**config.mk**
```make
export PLATFORM = sky130hd
export DESIGN_NAME = osc_step_sequencer
export DESIGN_NICKNAME = d
export VERILOG_FILES = /design/src/rtl/osc_seq_pkg.sv /design/src/rtl/osc_step_timer.sv /design/src/rtl/osc_step_sequencer.sv
export SDC_FILE = /design/constraint.sdc
export NUM_CORES = 1
export LEC_CHECK = 0
export CAP_MARGIN = 5
export CORE_ASPECT_RATIO = 2
export CORE_UTILIZATION = 40
export DETAILED_ROUTE_END_ITERATION = 10
export PLACE_DENSITY = 0.67
export SYNTH_ARGS = -nofsm -noshare
export SYNTH_HDL_FRONTEND = slang
export SYNTH_SLANG_ARGS = --single-unit
export TNS_END_PERCENT = 100
```
**constraint.sdc**
```tcl
create_clock -name clk -period 4.88 [get_ports clk]
set_input_delay 0.976 -clock clk [delete_from_list [all_inputs] [get_ports clk]]
set_output_delay 0.976 -clock clk [all_outputs]
set_load 0.005 [all_outputs]
```
**src/rtl/osc_seq_pkg.sv**
```systemverilog
// Shared types and constants for the oscillator step sequencer.
package osc_seq_pkg;

  typedef enum logic [1:0] {
    IDLE     = 2'd0,
    PLAY     = 2'd1,
    STOPPING = 2'd2
  } seq_state_t;

  localparam int REST_PITCH = 0;

endpackage

```
**src/rtl/osc_step_timer.sv**
```systemverilog
// Step timer: tick counter plus the tempo/gate lengths latched at each step load.
module step_timer #(
  parameter int TEMPO_W = 24
) (
  input  logic               clk,
  input  logic               rst_n,
  input  logic               load,
  input  logic               advance,
  input  logic               clear,
  input  logic [TEMPO_W-1:0] tempo_div,
  input  logic [TEMPO_W-1:0] gate_len,
  output logic               step_end,
  output logic               gate_win_load,
  output logic               gate_win_next
);

  logic [TEMPO_W-1:0] tick;
  logic [TEMPO_W-1:0] eff_tempo;
  logic [TEMPO_W-1:0] eff_gate;
  logic [TEMPO_W:0]   tick_inc;

  always_ff @(posedge clk or negedge rst_n) begin
    if (!rst_n) begin
      tick      <= '0;
      eff_tempo <= TEMPO_W'(1);
      eff_gate  <= '0;
    end else if (load) begin
      tick      <= '0;
      eff_tempo <= (tempo_div == '0) ? TEMPO_W'(1) : tempo_div;
      eff_gate  <= gate_len;
    end else if (clear) begin
      tick <= '0;
    end else if (advance) begin
      tick <= tick_inc[TEMPO_W-1:0];
    end
  end

  // tick can run past eff_tempo-1 while a legato gate drains in STOPPING,
  // so the end-of-step compare is >= rather than ==.
  always_comb begin
    tick_inc      = {1'b0, tick} + {{TEMPO_W{1'b0}}, 1'b1};
    step_end      = (tick >= (eff_tempo - TEMPO_W'(1)));
    gate_win_next = (tick_inc < {1'b0, eff_gate});
    gate_win_load = (gate_len != '0);
  end

endmodule

```
**src/rtl/osc_step_sequencer.sv**
```systemverilog
// Tempo-locked pitch sequencer driving the oscillator counter_top and reset
// from a STEPS-entry table written by the user-input front end.
module osc_step_sequencer
  import osc_seq_pkg::*;
#(
  parameter  int STEPS   = 8,
  parameter  int PITCH_W = 16,
  parameter  int TEMPO_W = 24,
  localparam int IDX_W   = $clog2(STEPS)
) (
  input  logic               clk,
  input  logic               rst_n,
  input  logic               run,
  input  logic [TEMPO_W-1:0] tempo_div,
  input  logic [TEMPO_W-1:0] gate_len,
  input  logic               wr_en,
  input  logic [IDX_W-1:0]   wr_addr,
  input  logic [PITCH_W-1:0] wr_pitch,
  output logic [PITCH_W-1:0] counter_top,
  output logic               osc_rst,
  output logic               gate,
  output logic [IDX_W-1:0]   step_idx,
  output logic               step_strobe
);

  seq_state_t         state, state_nxt;
  logic [PITCH_W-1:0] step_tab [STEPS];
  logic               cur_rest, cur_rest_nxt;
  logic [PITCH_W-1:0] counter_top_nxt;
  logic [IDX_W-1:0]   step_idx_nxt;
  logic               gate_nxt;
  logic               strobe_nxt;
  logic [IDX_W-1:0]   load_idx;
  logic [PITCH_W-1:0] load_pitch;
  logic               load_rest;
  logic               load_req;
  logic               gate_cont;
  logic               tmr_load, tmr_adv, tmr_clr;
  logic               step_end, gate_win_load, gate_win_next;

  step_timer #(.TEMPO_W(TEMPO_W)) u_timer (
    .clk          (clk),
    .rst_n        (rst_n),
    .load         (tmr_load),
    .advance      (tmr_adv),
    .clear        (tmr_clr),
    .tempo_div    (tempo_div),
    .gate_len     (gate_len),
    .step_end     (step_end),
    .gate_win_load(gate_win_load),
    .gate_win_next(gate_win_next)
  );

  always_ff @(posedge clk or negedge rst_n) begin
    if (!rst_n) begin
      for (int i = 0; i < STEPS; i++) step_tab[i] <= '0;
    end else if (wr_en) begin
      step_tab[wr_addr] <= wr_pitch;
    end
  end

  // Write-first bypass: a write landing on the entry being loaded wins.
  always_comb begin
    load_idx   = (state == IDLE) ? '0 : step_idx + IDX_W'(1);
    load_pitch = (wr_en && (wr_addr == load_idx)) ? wr_pitch : step_tab[load_idx];
    load_rest  = (load_pitch == PITCH_W'(REST_PITCH));
    gate_cont  = gate_win_next && !cur_rest;
  end

  always_comb begin
    state_nxt       = state;
    counter_top_nxt = counter_top;
    step_idx_nxt    = step_idx;
    gate_nxt        = gate;
    strobe_nxt      = 1'b0;
    cur_rest_nxt    = cur_rest;
    load_req        = 1'b0;
    tmr_load        = 1'b0;
    tmr_adv         = 1'b0;
    tmr_clr         = 1'b0;
    case (state)
      IDLE: begin
        gate_nxt = 1'b0;
        if (run) load_req = 1'b1;
      end
      PLAY, STOPPING: begin
        if (run) begin
          state_nxt = PLAY;
          if (step_end) begin
            load_req = 1'b1;
          end else begin
            tmr_adv  = 1'b1;
            gate_nxt = gate_cont;
          end
        end else if (gate_cont) begin
          state_nxt = STOPPING;
          tmr_adv   = 1'b1;
          gate_nxt  = 1'b1;
        end else begin
          state_nxt = IDLE;
          tmr_clr   = 1'b1;
          gate_nxt  = 1'b0;
        end
      end
      default: begin
        state_nxt = IDLE;
        gate_nxt  = 1'b0;
      end
    endcase
    // Rest entries keep the previous counter_top so the oscillator never glitches.
    if (load_req) begin
      state_nxt    = PLAY;
      tmr_load     = 1'b1;
      step_idx_nxt = load_idx;
      strobe_nxt   = 1'b1;
      cur_rest_nxt = load_rest;
      gate_nxt     = gate_win_load && !load_rest;
      if (!load_rest) counter_top_nxt = load_pitch;
    end
  end

  always_ff @(posedge clk or negedge rst_n) begin
    if (!rst_n) begin
      state       <= IDLE;
      counter_top <= '0;
      step_idx    <= '0;
      gate        <= 1'b0;
      osc_rst     <= 1'b1;
      step_strobe <= 1'b0;
      cur_rest    <= 1'b1;
    end else begin
      state       <= state_nxt;
      counter_top <= counter_top_nxt;
      step_idx    <= step_idx_nxt;
      gate        <= gate_nxt;
      osc_rst     <= ~gate_nxt;
      step_strobe <= strobe_nxt;
      cur_rest    <= cur_rest_nxt;
    end
  end

endmodule

```
# Yosys cells after proc, flatten, opt, wreduce, memory -nomap -nowiden
# Cells that the tools add are included.
# Widths: inputs -> output; s select.
# totals
in_bits,71
wordCells,79
out_inout_bits,22
regBits,225
# op_classes
bitwise_logic,4
order_cmp,5
n_mux,32
add_sub_neg,3
eq_ne,4
n_reduce_logical,13
# op_table
operator,n
$bwmux 128,1
$mux 24,4
$mux 16,4
$bmux 16 s3,1
$demux 16 s3,1
$add 24x1->25 const B,1
$lt 25x24->1,1
$ge 24x24->1,1
$logic_not 24->1,1
$reduce_bool 24->1,1
$sub 24x1->24 const B,1
$logic_not 16->1,1
$mux 1,15
$ge 4x4->1 const B,2
$not 3->4,2
$mux 2,3
$logic_and 1x1->1,4
$lt 4x1->1 const B,1
$pmux 2 s2,1
$add 3x1->3 const B,1
$eq 3x3->1,1
$mux 3,1
$reduce_bool 3->1,1
$eq 2x1->1 const B,1
8 further kinds,10

# Longest topological paths before layout
# logic_depth
depth_word,12
mapped_depth,19
ltp_nobuf,17

# By module
# From an unflattened synthesis, not the netlist that was laid out.
# hier_totals
hier_cells,1128
area_unflattened_um2,12324.3
# by_module_without_submodules
module,cells_each,area_each_um2,seq_area_each_um2,n_inst
osc_step_sequencer,612,7508.5,3831.2,1
step_timer,516,4815.9,1803.0,1

# Worst setup path before layout
# OpenSTA, ideal clock, no wires.
# synth_timing
kind,reg-to-reg
from,register u_timer.eff_tempo[7]
to,register u_timer.tick[10]
setup_ns,0.066
required_ns,4.814
period_less_slack_ns,4.427
n_path_buf,2
path_stages_with_launch,18
slack_ns,0.453
arrival_time_ns,4.361
path_cell_list,dfrtp_1 -> or4_1 -> or3_1 -> nor2_1 -> nand2_1 -> nor4_1 -> xnor2_1 -> ha_1 -> a21oi_1 -> nand2_1 -> a221oi_1 -> o21ai_0 -> o31ai_1 -> clkbuf_1 -> o211ai_1 -> inv_1 -> clkbuf_1 -> a22o_1
# synth_via
elab_chain_cells,7
word_cells_on_any_way,11
classes_between,add/sub (1); order compare (1); mux (8); reduce/logical (1)
# synth_lines
element,line,rtl
from (decl),osc_step_timer.sv:18,logic [TEMPO_W-1:0] eff_tempo;
from (signal assigned),osc_step_timer.sv:29,eff_tempo <= (tempo_div == '0) ? TEMPO_W'(1) : tempo_div;
$sub 24x1->24 (*),osc_step_timer.sv:42,step_end = (tick >= (eff_tempo - TEMPO_W'(1)));
$ge 24x24->1 (*),osc_step_timer.sv:42,
$mux 1,osc_step_sequencer.sv:89,if (step_end) begin
$mux 1,osc_step_sequencer.sv:87,if (run) begin
$pmux 1 s2,osc_step_sequencer.sv:81,case (state)
$mux 1,osc_step_sequencer.sv:111,if (load_req) begin
$reduce_bool 3->1 (no source line) or $mux 24 (tied branches),n/a,
to (signal assigned),osc_step_timer.sv:34,tick <= tick_inc[TEMPO_W-1:0];
to (decl),osc_step_timer.sv:17,logic [TEMPO_W-1:0] tick;
# Every way passes the cells marked *; elsewhere a longest branch is shown, timed or not.
# A chain may end at the register's enable or synchronous reset.

# Final worst setup path
# layout_timing
from,register u_timer.eff_tempo[7]
to,register u_timer.eff_tempo[0]
# layout_via
elab_chain_cells,6
# layout_lines
element,line
$sub 24x1->24,osc_step_timer.sv:42
$ge 24x24->1,osc_step_timer.sv:42
$mux 1,osc_step_sequencer.sv:89
$mux 1,osc_step_sequencer.sv:87
$pmux 1 s2,osc_step_sequencer.sv:81
$mux 1,osc_step_sequencer.sv:111
# Every way passes these cells.

==> results.json <==
{
  "final_cells": 1596,
  "dpl.hpwl_microns": 24300,
  "mostFrequentLayoutCell": "dfrtp_1",
  "syn2layout_area_growth_pct": 17.5,
  "diodes": 0,
  "met1_usage_pct": 21.7,
  "worst_setup_path_end_kind": "register",
  "grt_max_degree": 109,
  "cts-root-buf": "clkbuf_16",
  "grt_usage_pct": 21.8,
  "routabilityCongestion": 0.896,
  "drcViolationCount": 8,
  "grt_pass1_vias": 9473,
  "yosysWarnings": 0,
  "placed_cell_area_sq_um": 13500,
  "clock-sinks": 225,
  "maxCapViolations": 0,
  "syn_inst": 1135,
  "synth_top_cell_by_area": "dfrtp_1",
  "tns_ns": 0,
  "cts.path.max_buffers": 3,
  "die_h_microns": 248,
  "totalWireLength_microns": 33200,
  "fin_crit_ns": 4.47,
  "rsz0062_at_grt": "no",
  "vias_per_cell": 5.75,
  "worst_pin_slew_ns": 0.857,
  "mostFrequentLayoutCells": "dfrtp_1, nand2_1, mux2_2, clkdlybuf4s50_1, o21ai_0",
  "post-route-period-util_pct": 91.6,
  "dp_slack_ns": 0.356,
  "antenna_found_initial": 0,
  "avgSynthCellArea_sq_um": 10.7,
  "setup_slack_ns": 0.412,
  "cp_max_fo": 28,
  "dr.first_iter.drc_count": 496,
  "hold_buffers": 0,
  "finalClockSkew_ns": 0.00985,
  "grt.busiest_layer": "met2",
  "dpl.cell_count": 1560,
  "min_path_type": "register to register",
  "cts_tree": "yes",
  "numCtsBuffers": 21,
  "grtUsageMet2_pct": 43.2,
  "htree_num_levels": 1,
  "path_class": "register to register",
  "powerDensity_nw_per_um2": 546,
  "worstPathRequired_ns": 5.29,
  "hold_viol": 0,
  "dr.pass1.iters": 8,
  "syn-cell-area_sq_um": 12100,
  "cp_data_arrival_time_ns": 4.88,
  "avgRoutedWirePerCell_microns": 20.8,
  "design_area_sq_um": 14200,
  "power_leakage_nw": 6.24,
  "synthesis.nets": 1258,
  "coreArea_sq_um": 29600,
  "rows": 89,
  "ir_drop_mv": 0.256,
  "max-slew-margin-rel_pct": 42.9,
  "insertion_delay_ns": 0.51,
  "initial_core_util_pct": 40.8,
  "grt_overflow": 0,
  "yosysTopAreaCellShare_pct": 45.9,
  "met3_usage_pct": 2.11,
  "setup_viol": 0,
  "clk_pin_slew_ns": 0.07,
  "async_flop_share_pct": 100,
  "yosysUniqueCellTypes": 73,
  "ant_nets": 0,
  "grt_pass1_wl_microns": 51900,
  "io_pins": 93,
  "ys_seq_elements": 225,
  "maxSlewViolCount": 0,
  "die-area_sq_um": 31000,
  "die-width_microns": 125,
  "violations": "design-rule violations",
  "critPathLaunchType": "register",
  "num_vias": 9175,
  "status": "finished with violations",
  "synth-edff-count": 0,
  "layout-drive-gt1-share_pct": 18.5,
  "power_mw": 7.77,
  "synthFlopType": "dfrtp_1",
  "io_buffers": 92,
  "fmaxAchievable_mhz": 224,
  "ys_seq_area_share_pct": 46.6,
  "synth_area_leaders": "dfrtp_1, mux2_2, ha_1",
  "nNetsFinal": 1342
}
timing repair:
item | CTS | global route
endpoints found under the setup margin | 0 | 2
hold endpoints to repair | 0 | 0
setup buffers | 0 | 0
gates resized for setup | 0 | 1
power breakdown:
| part | switching (mW) | internal (mW) |
|---|---|---|
| registers | 0.378 | 2.40 |
| clock network | 0.730 | 1.04 |
| logic | 1.78 | 1.44 |
| total | 2.89 | 4.88 |
cell usage after synthesis, types with 8 or more instances:
cell / instances
a211oi_1: 11
a21o_1: 13
a21oi_1: 23
a22o_1: 19
and3_1: 8
buf_1: 11
buf_2: 10
clkbuf_1: 37
dfrtp_1: 222
ha_1: 52
inv_1: 39
mux2_2: 124
mux2i_1: 32
mux4_2: 10
nand2_1: 160
nand3_1: 26
nand4_1: 15
nor2_1: 37
nor3_1: 25
nor4_1: 19
o211ai_1: 8
o21ai_0: 69
o31ai_1: 9
or3_1: 10
xnor2_1: 30
xor2_1: 14
final cells by class:
type | instances | area, sq um
Fill cell | 2729 | 15400
Multi-Input combinational cell | 804 | 6060
Sequential cell | 225 | 5640
Timing Repair Buffer | 127 | 1190
Clock buffer | 29 | 616
Tap cell | 364 | 455
Inverter | 40 | 150
Clock inverter | 7 | 119
per-stage QoR:
stage | hold WS (ns) | util (%)
2_1_floorplan | 0.444 | -
3_3_place_gp | 0.457 | 45.5
3_5_place_dp | 0.470 | 45.5
4_1_cts | 0.486 | 48.0
5_1_grt | 0.506 | 48.0
6_report | 0.482 | 48.0
metal layers:
metal	share of wire (%)	vias up
li1	-	4247
met1	35	4615
met2	56	212
met3	3.1	101
met4	5.8	0
met5	0	-
sequential cells by signal (all words and copies together), names as in the netlist:
| signal | cells |
|---|---|
| counter_top | 16 |
| step_strobe | 1 |
| u_timer.eff_gate | 24 |
| step_tab | 128 |
| state | 2 |
| u_timer.eff_tempo | 24 |
| step_idx | 3 |
| cur_rest | 1 |
| osc_rst | 1 |
| gate | 1 |
| u_timer.tick | 24 |
logic make-up (layout without fill, tap and decap cells):
logic type | count (synthesis) | count (layout) | synth area share (%)
AO/OA/AOI/OAI | 202 | 202 | 11.5
XOR/XNOR | 45 | 45 | 3.32
flip-flops | 225 | 225 | 46.6
adder cells (fa/ha/maj) | 52 | 52 | 5.38
buffers and inverters | 106 | 203 | 3.65
multiplexers | 168 | 168 | 16.3
AND/OR/NAND/NOR | 337 | 337 | 13.3
worst max-delay path: stages (launching register included):
cell      delay [ns]
dfrtp_1         0.41
or4_1           0.57
or3_1           0.41
nor2_1          0.23
nand2_1         0.10
nor4_1          0.24
xnor2_1         0.16
ha_1            0.28
a21oi_1         0.19
nand2_1         0.08
a221oi_1        0.27
o21ai_0         0.30
o31ai_4         0.42
inv_2           0.15
buf_4           0.25
o21ai_0         0.15
o21ai_0         0.16
worst paths after layout:
check	start	endpoint	slack, ns	cells past startpoint
min in group asynchronous	rst_n	counter_top[10]$_DFFE_PN0P_	0.54	1
max in group asynchronous	rst_n	cur_rest$_DFFE_PN1N_	3.29	2
worst min register to register	step_tab[6]$_DFFE_PN0P_	step_tab[6]$_DFFE_PN0P_	0.48	2
worst min-delay path	step_tab[6]$_DFFE_PN0P_	step_tab[6]$_DFFE_PN0P_	0.48	2
worst max-delay path	u_timer.eff_tempo[7]$_DFFE_PN0N_	u_timer.eff_tempo[0]$_DFFE_PN1N_	0.41	16
worst max register to register	u_timer.eff_tempo[7]$_DFFE_PN0N_	u_timer.eff_tempo[0]$_DFFE_PN1N_	0.41	16
Note: power is estimated with default switching activity, not from simulation.
